`src/rtl/grid_reader_if.sv`:
```
// Handshake and memory-read bundle between grid_reader and its grid memory / pixel consumer.
// The master modport is the reader's view; slave is the environment's view.
interface grid_reader_if;
  logic       start;
  logic [9:0] rd_addr;
  logic       rd_data;
  logic       pix_valid;
  logic       pix_ready;
  logic [7:0] pix_data;
  logic [4:0] pix_x;
  logic [4:0] pix_y;
  logic       pix_last;
  logic       busy;
  logic       done;
  logic [9:0] ink_count;

  modport master (
    input  start, rd_data, pix_ready,
    output rd_addr, pix_valid, pix_data, pix_x, pix_y, pix_last, busy, done, ink_count
  );

  modport slave (
    output start, rd_data, pix_ready,
    input  rd_addr, pix_valid, pix_data, pix_x, pix_y, pix_last, busy, done, ink_count
  );
endinterface

```
`src/rtl/grid_reader.sv`:
```
// Streams a square 1-bit drawing grid out as 8-bit pixels in row-major order over a
// valid/ready handshake, counting drawn cells per scan.
module grid_reader #(
  parameter int unsigned GRID_SIZE = 28,
  parameter int unsigned NUM_CELLS = 784,
  parameter logic [7:0]  PIX_ON    = 8'd255,
  parameter logic [7:0]  PIX_OFF   = 8'd0
) (
  input logic           clk_i,
  input logic           rst_ni,
  grid_reader_if.master bus_io
);

  localparam logic [9:0] LastIdx = 10'(NUM_CELLS - 1);
  localparam logic [4:0] LastCol = 5'(GRID_SIZE - 1);

  typedef enum logic [2:0] {StIdle, StAddr, StCapt, StSend, StDone} state_e;

  state_e     state_q, state_d;
  logic [9:0] idx_q, idx_d;
  logic [4:0] x_q, x_d;
  logic [4:0] y_q, y_d;
  logic [9:0] run_q, run_d;
  logic [9:0] ink_q, ink_d;
  logic [7:0] pix_q, pix_d;

  always_ff @(posedge clk_i) begin
    if (!rst_ni) begin
      state_q <= StIdle;
      idx_q   <= '0;
      x_q     <= '0;
      y_q     <= '0;
      run_q   <= '0;
      ink_q   <= '0;
      pix_q   <= PIX_OFF;
    end else begin
      state_q <= state_d;
      idx_q   <= idx_d;
      x_q     <= x_d;
      y_q     <= y_d;
      run_q   <= run_d;
      ink_q   <= ink_d;
      pix_q   <= pix_d;
    end
  end

  always_comb begin
    state_d = state_q;
    idx_d   = idx_q;
    x_d     = x_q;
    y_d     = y_q;
    run_d   = run_q;
    ink_d   = ink_q;
    pix_d   = pix_q;

    unique case (state_q)
      StIdle: begin
        if (bus_io.start) begin
          idx_d   = '0;
          x_d     = '0;
          y_d     = '0;
          run_d   = '0;
          state_d = StAddr;
        end
      end
      // Memory has one cycle of read latency, so ADDR only presents idx and waits.
      StAddr: state_d = StCapt;
      StCapt: begin
        pix_d   = bus_io.rd_data ? PIX_ON : PIX_OFF;
        run_d   = run_q + {9'd0, bus_io.rd_data};
        state_d = StSend;
      end
      StSend: begin
        if (bus_io.pix_ready) begin
          if (idx_q == LastIdx) begin
            ink_d   = run_q;
            state_d = StDone;
          end else begin
            idx_d = idx_q + 10'd1;
            if (x_q == LastCol) begin
              x_d = '0;
              y_d = y_q + 5'd1;
            end else begin
              x_d = x_q + 5'd1;
            end
            state_d = StAddr;
          end
        end
      end
      StDone:  state_d = StIdle;
      default: state_d = StIdle;
    endcase
  end

  assign bus_io.rd_addr   = idx_q;
  assign bus_io.pix_valid = (state_q == StSend);
  assign bus_io.pix_last  = (state_q == StSend) && (idx_q == LastIdx);
  assign bus_io.pix_data  = pix_q;
  assign bus_io.pix_x     = x_q;
  assign bus_io.pix_y     = y_q;
  assign bus_io.busy      = (state_q != StIdle);
  assign bus_io.done      = (state_q == StDone);
  assign bus_io.ink_count = ink_q;

endmodule

```
`src/flat_wrapper.sv`:
```
// flat-port wrapper written by rule: the top's interface ports become plain ports
module grid_reader_flat 
#(
  parameter int unsigned GRID_SIZE = 28,
  parameter int unsigned NUM_CELLS = 784,
  parameter logic [7:0]  PIX_ON    = 8'd255,
  parameter logic [7:0]  PIX_OFF   = 8'd0
)
  (clk_i, rst_ni, bus_io_start, bus_io_rd_data, bus_io_pix_ready, bus_io_rd_addr, bus_io_pix_valid, bus_io_pix_data, bus_io_pix_x, bus_io_pix_y, bus_io_pix_last, bus_io_busy, bus_io_done, bus_io_ink_count);
  grid_reader_if bus_io_i ();
  input logic clk_i;
  input logic rst_ni;
  input wire logic [$bits(bus_io_i.start)-1:0] bus_io_start;
  input wire logic [$bits(bus_io_i.rd_data)-1:0] bus_io_rd_data;
  input wire logic [$bits(bus_io_i.pix_ready)-1:0] bus_io_pix_ready;
  output wire logic [$bits(bus_io_i.rd_addr)-1:0] bus_io_rd_addr;
  output wire logic [$bits(bus_io_i.pix_valid)-1:0] bus_io_pix_valid;
  output wire logic [$bits(bus_io_i.pix_data)-1:0] bus_io_pix_data;
  output wire logic [$bits(bus_io_i.pix_x)-1:0] bus_io_pix_x;
  output wire logic [$bits(bus_io_i.pix_y)-1:0] bus_io_pix_y;
  output wire logic [$bits(bus_io_i.pix_last)-1:0] bus_io_pix_last;
  output wire logic [$bits(bus_io_i.busy)-1:0] bus_io_busy;
  output wire logic [$bits(bus_io_i.done)-1:0] bus_io_done;
  output wire logic [$bits(bus_io_i.ink_count)-1:0] bus_io_ink_count;
  assign bus_io_i.start = bus_io_start;
  assign bus_io_i.rd_data = bus_io_rd_data;
  assign bus_io_i.pix_ready = bus_io_pix_ready;
  assign bus_io_rd_addr = bus_io_i.rd_addr;
  assign bus_io_pix_valid = bus_io_i.pix_valid;
  assign bus_io_pix_data = bus_io_i.pix_data;
  assign bus_io_pix_x = bus_io_i.pix_x;
  assign bus_io_pix_y = bus_io_i.pix_y;
  assign bus_io_pix_last = bus_io_i.pix_last;
  assign bus_io_busy = bus_io_i.busy;
  assign bus_io_done = bus_io_i.done;
  assign bus_io_ink_count = bus_io_i.ink_count;
  grid_reader #(.GRID_SIZE(GRID_SIZE), .NUM_CELLS(NUM_CELLS), .PIX_ON(PIX_ON), .PIX_OFF(PIX_OFF)) u_core (.clk_i(clk_i), .rst_ni(rst_ni), .bus_io(bus_io_i));
endmodule
```
`config.mk`:
```
export PLATFORM = sky130hd
export DESIGN_NAME = grid_reader_flat
export DESIGN_NICKNAME = d
export VERILOG_FILES = /design/src/rtl/grid_reader_if.sv /design/src/rtl/grid_reader.sv /design/src/flat_wrapper.sv
export SDC_FILE = /design/constraint.sdc
export NUM_CORES = 1
export LEC_CHECK = 0
export ABC_AREA = 1
export CORE_ASPECT_RATIO = 0.6
export CORE_MARGIN = 8
export CORE_UTILIZATION = 35
export DETAILED_ROUTE_END_ITERATION = 16
export PLACE_DENSITY = 0.57
export SLEW_MARGIN = 30
export SYNTH_ARGS = -nofsm -noshare
export SYNTH_HDL_FRONTEND = slang
export SYNTH_SLANG_ARGS = --single-unit
```
`constraint.sdc`:
```
create_clock -name clk_i -period 3.1 [get_ports clk_i]
set_input_delay 0.93 -clock clk_i [delete_from_list [all_inputs] [get_ports clk_i]]
set_output_delay 0.93 -clock clk_i [all_outputs]
set_load 0.01 [all_outputs]
```
## Yosys cells after proc, flatten, opt, wreduce, memory -nomap -nowiden

Cells that the tools add are included.

- Register bits: 51
- Latch bits: 0
- Bits in writable memories: 0
- Memory bits (read-only): 0
- Bits of input ports: 5
- Output and inout port bits: 42
- Memories kept: 0

- Add/sub/neg operators: 4
- $mul: 0
- Divide/modulo/power cells: 0
- $lt $le $gt $ge: 0
- Equality and inequality tests: 10
- Shift-type cells: 0
- Muxes and demuxes: 19
- Bitwise logic cells: 0
- Reduce and logical (&&, ||, !) cells: 10

Operators by type and width:

| operator | number |
|---|---|
| $pmux W10 S2 | 2 |
| $mux W5 | 7 |
| $mux W10 | 3 |
| $pmux W5 S2 | 2 |
| $pmux W3 S4 | 1 |
| $add A10 B1 Y10 | 1 |
| $add A10 B1 Y10 const B | 1 |
| $add A5 B1 Y5 const B | 2 |
| $eq A10 B10 Y1 const B | 1 |
| $mux W3 | 3 |
| $mux W8 | 1 |
| $eq A3 B2 Y1 const B | 2 |
| $ne A2 B2 Y1 const B | 3 |
| $eq A5 B5 Y1 const B | 1 |
| $reduce_and A5 Y1 | 1 |
| $reduce_and A2 Y1 | 2 |
| $reduce_and A4 Y1 | 1 |
| $reduce_bool A2 Y1 | 2 |
| $eq A3 B1 Y1 const B | 1 |
| $eq A3 B3 Y1 const B | 1 |
| $logic_not A3 Y1 | 1 |
| $reduce_and A3 Y1 | 1 |
| $reduce_bool A3 Y1 | 1 |
| $ne A2 B1 Y1 const B | 1 |
| $logic_and A1 B1 Y1 | 1 |

## Logic depth before layout (Yosys ltp)

- Depth in word-level cells: 5
- Depth in mapped cells: 11
- Mapped depth without buffers: 10

## Worst setup path before layout

OpenSTA, ideal clock, no wires.

- Path kind: register to output
- Start: register u_core.idx_q[0] (netlist: u_core.bus_io.rd_addr[0])
- End: output bus_io_pix_last
- Arrival: 1241 ps
- Required time: 2170 ps
- Setup slack: 929 ps
- Stages on the path, launching flop included: 4
- Cells stage by stage: dfxtp_1 > ha_1 > nand3_1 > nor4_1

- Longest elaborated chain between the ends: 2

Ends and longest elaborated chain:

| item | RTL line | text |
|---|---|---|
| from (decl) | grid_reader.sv:20 | `logic [9:0] idx_q, idx_d;` |
| from (signal assigned) | grid_reader.sv:38 | `idx_q <= idx_d;` |
| $eq A10 B10 Y1 | grid_reader.sv:97 | `assign bus_io.pix_last = (state_q == StSend) && (idx_q == LastIdx);` |
| $logic_and A1 B1 Y1 | grid_reader.sv:97 |  |
| to (decl) | flat_wrapper.sv:21 | `output wire logic [$bits(bus_io_i.pix_last)-1:0] bus_io_pix_last;` |

Every way passes these cells.

## Final worst setup path

Same ends and word-level chain as after synthesis.

==> summary.txt <==
CTS
  • Postcts setup bufs: 0
  • Clock sinks: 44
  • Root Buffer: clkbuf_8
  • H-tree depth: 2
  • # resized after CTS: 0
  • Inserted Clock Buffers: 5
  • Post-CTS Hold Buffers: 0
  • Clock Path Buffers: 2
  • Reg clk slew, reported paths: 0.09 ns
  • Clk Latency, worst-skew pair: ~0.3 ns
  • CTS tree: built

Drt
  • WL per Instance: 13.5 um
  • Drt first-iter violations: 157
  • Vias post-DR: 2179
  • Vias per cell: 4.74
  • Final wirelength: about 6.2 mm
  • Remaining DRCs: 0
  • DR pass1 iterations: 4
  • Antenna Nets Post-Route: 0

Outcome
  • Status: completed

Yosys
  • Top_reg_cell synth: dfxtp_1
  • Register bit total from synthesis: 44
  • Post-Synthesis Cells: between 300 and 400
  • EDFF count, synth: 0
  • Syn Nets: 343
  • Distinct cells, synth: 36
  • Syn_area_per_cell: 6.98 um2
  • Synth warnings: 0
  • Post-synthesis async set-or-reset flop share: 0
  • Cell Area, Synth: 0.00232 mm2
  • Register area share after synthesis: 0.379

Power and ir drop
  • Worst VDD drop: between 200 and 250 uV
  • Power per standard cell area: 447 mW/mm2
  • Lkg Pwr: ~0.0012 uW

Setup path
  • Worst R2R Start: u_core.bus_io.rd_addr[0]
  • Worst-path fanout max: 5
  • Critical path startpoint category: flop
  • R2r setup slk: 1.26 ns
  • Required time of the critical path: 2.17 ns
  • CP Class: flop to output port
  • CP startpoint: u_core.bus_io.rd_addr[0]
  • CP arrival: 1.99 ns
  • Crit. End Element: output port

GRT
  • First-pass GRT wire length: 10.3 mm
  • Initial antenna violation count: 0
  • GRT overflow: 0
  • Total track usage: 0.132
  • Vias in the first global route: 1983
  • Largest net degree at the start of global routing: 29

STA
  • Slew Limit Fails: 0
  • Endpoints failing setup: 0
  • Rel. slew slack: 0.559
  • Tightest Pin Transition: 0.660 ns
  • Clock skew: between 0.01 and 0.015 ns
  • Sum Neg Setup Slack: 0 ns
  • RSZ-0062 raised after global routing: no
  • Min Tclk post-route: around 2.9 ns
  • Highest clock rate: 342 MHz
  • Hold Fails Final Rpt: 0
  • Final Cycle Share: 0.942

Floorplanning
  • Core area: 0.00656 mm2
  • Cell Rows: 23
  • I/O pin count: 47
  • Starting Density: 0.354
  • Die ar.: 0.00959 mm2
  • Die span in x: 121 um
  • Die Ht: 79.1 um

Placed design
  • Gpl congestion: 0.858
  • DPL Wire Length: 4.48 mm
  • Port buffer count: 46
  • Dpl cells: ~450

Layout
  • Share of layout cells above drive strength 1: 0.0831
  • Most frequent cells in the layout: nand2_1, nor2_1, clkdlybuf4s50_1, dfxtp_1, inv_1
  • Most common cell after layout, fill and taps aside: nand2_1
  • Layout overhead on the synthesized area: 25.2%
  • Final Non-Filler Cells: 460
  • Final nets: roughly 380
  • Ant diodes: 0

Run
  • Max-cap violation count: 0

Worst hold path
  • Worst min-delay path startpoint: u_core.run_q[5]
  • Worst hold path class: flop to flop
==> layer usage <==
metal | GRT usage | vias up | share of wire
li1 | - | 1152 | -
met2 | 0.172 | 64 | 0.38
met5 | 0 | - | 0
met3 | 0.0418 | 5 | 0.077
met4 | 0.0404 | 0 | 0.010
met1 | 0.197 | 958 | 0.54
==> cell usage after synthesis, drive strengths merged, types with 4 or more instances <==
| cell | instances | area, um2 |
|---|---|---|
| a21oi | 22 | 121 |
| buf | 13 | 103 |
| clkbuf | 4 | 15.0 |
| dfxtp | 44 | 881 |
| ha | 5 | 62.6 |
| inv | 33 | 126 |
| nand2 | 73 | 284 |
| nand3 | 23 | 138 |
| nand4 | 12 | 90.1 |
| nor2 | 69 | 272 |
| nor3 | 4 | 31.3 |
| o21ai | 15 | 75.1 |
| xor2 | 5 | 43.8 |
==> registers in the layout (all words and copies together) (netlist names) <==
name,flops
u_core.bus_io.ink_count,10
u_core.bus_io.rd_addr,10
u_core.run_q,10
u_core.bus_io.pix_x,5
u_core.bus_io.pix_y,5
u_core.state_q,3
u_core.bus_io.pix_data,1
==> worst paths after layout <==
| path | endpoint | cells past startpoint |
|---|---|---|
| max | bus_io_pix_last | 4 |
| min | u_core.run_q[5] | 2 |
| max reg2reg | u_core.bus_io.pix_x[4] | 8 |
| min reg2reg | u_core.run_q[5] | 2 |
==> per-stage QoR <==
| step | power, uW | worst slack, ns | instance area [um2] | util | hold slack (ns) |
|---|---|---|---|---|---|
| after floorplan | 793 | 0.929 | 2320 | - | 0.457 |
| after global placement | 863 | 0.542 | 2800 | 0.427 | 0.504 |
| after detailed placement | 864 | 0.512 | 2800 | 0.427 | 0.492 |
| after CTS | 1310 | 0.173 | 2910 | 0.444 | 0.507 |
| after global routing | 1370 | 0.00305 | 2910 | 0.444 | 0.520 |
| final | 1300 | 0.180 | 2910 | 0.444 | 0.501 |
==> area by class of cell <==
cell class | instances | area (um2)
clock buffer | 5 | 68.8
sequential | 44 | 881
timing repair buffer | 49 | 483
clock inverter | 3 | 42.5
tap | 87 | 109
inverter | 33 | 126
multi-input combinational | 239 | 1200
fill | 670 | 3650
==> power by group <==
part	internal, uW	total (uW)	switching [uW]
logic	96.6	247	150
registers	582	604	21.7
clock network	239	449	210
total	918	1300	382
==> critical path, stage by stage (launching register included) <==
cell and delay, ns:
dfxtp_1 0.40, ha_1 0.20, nand3_1 0.18, nor4_1 0.33, clkdlybuf4s50_1 0.59
==> cell families (layout without fill, tap and decap cells) <==
family	after synthesis	in the layout	synth area share
AND/OR/NAND/NOR	184	184	0.359
AO/OA/AOI/OAI	43	43	0.104
XOR/XNOR	7	7	0.0264
adder cells (fa/ha/maj)	5	5	0.0269
buffers and inverters	50	90	0.105
flip-flops	44	44	0.379
(Power assumes the default switching activity.)
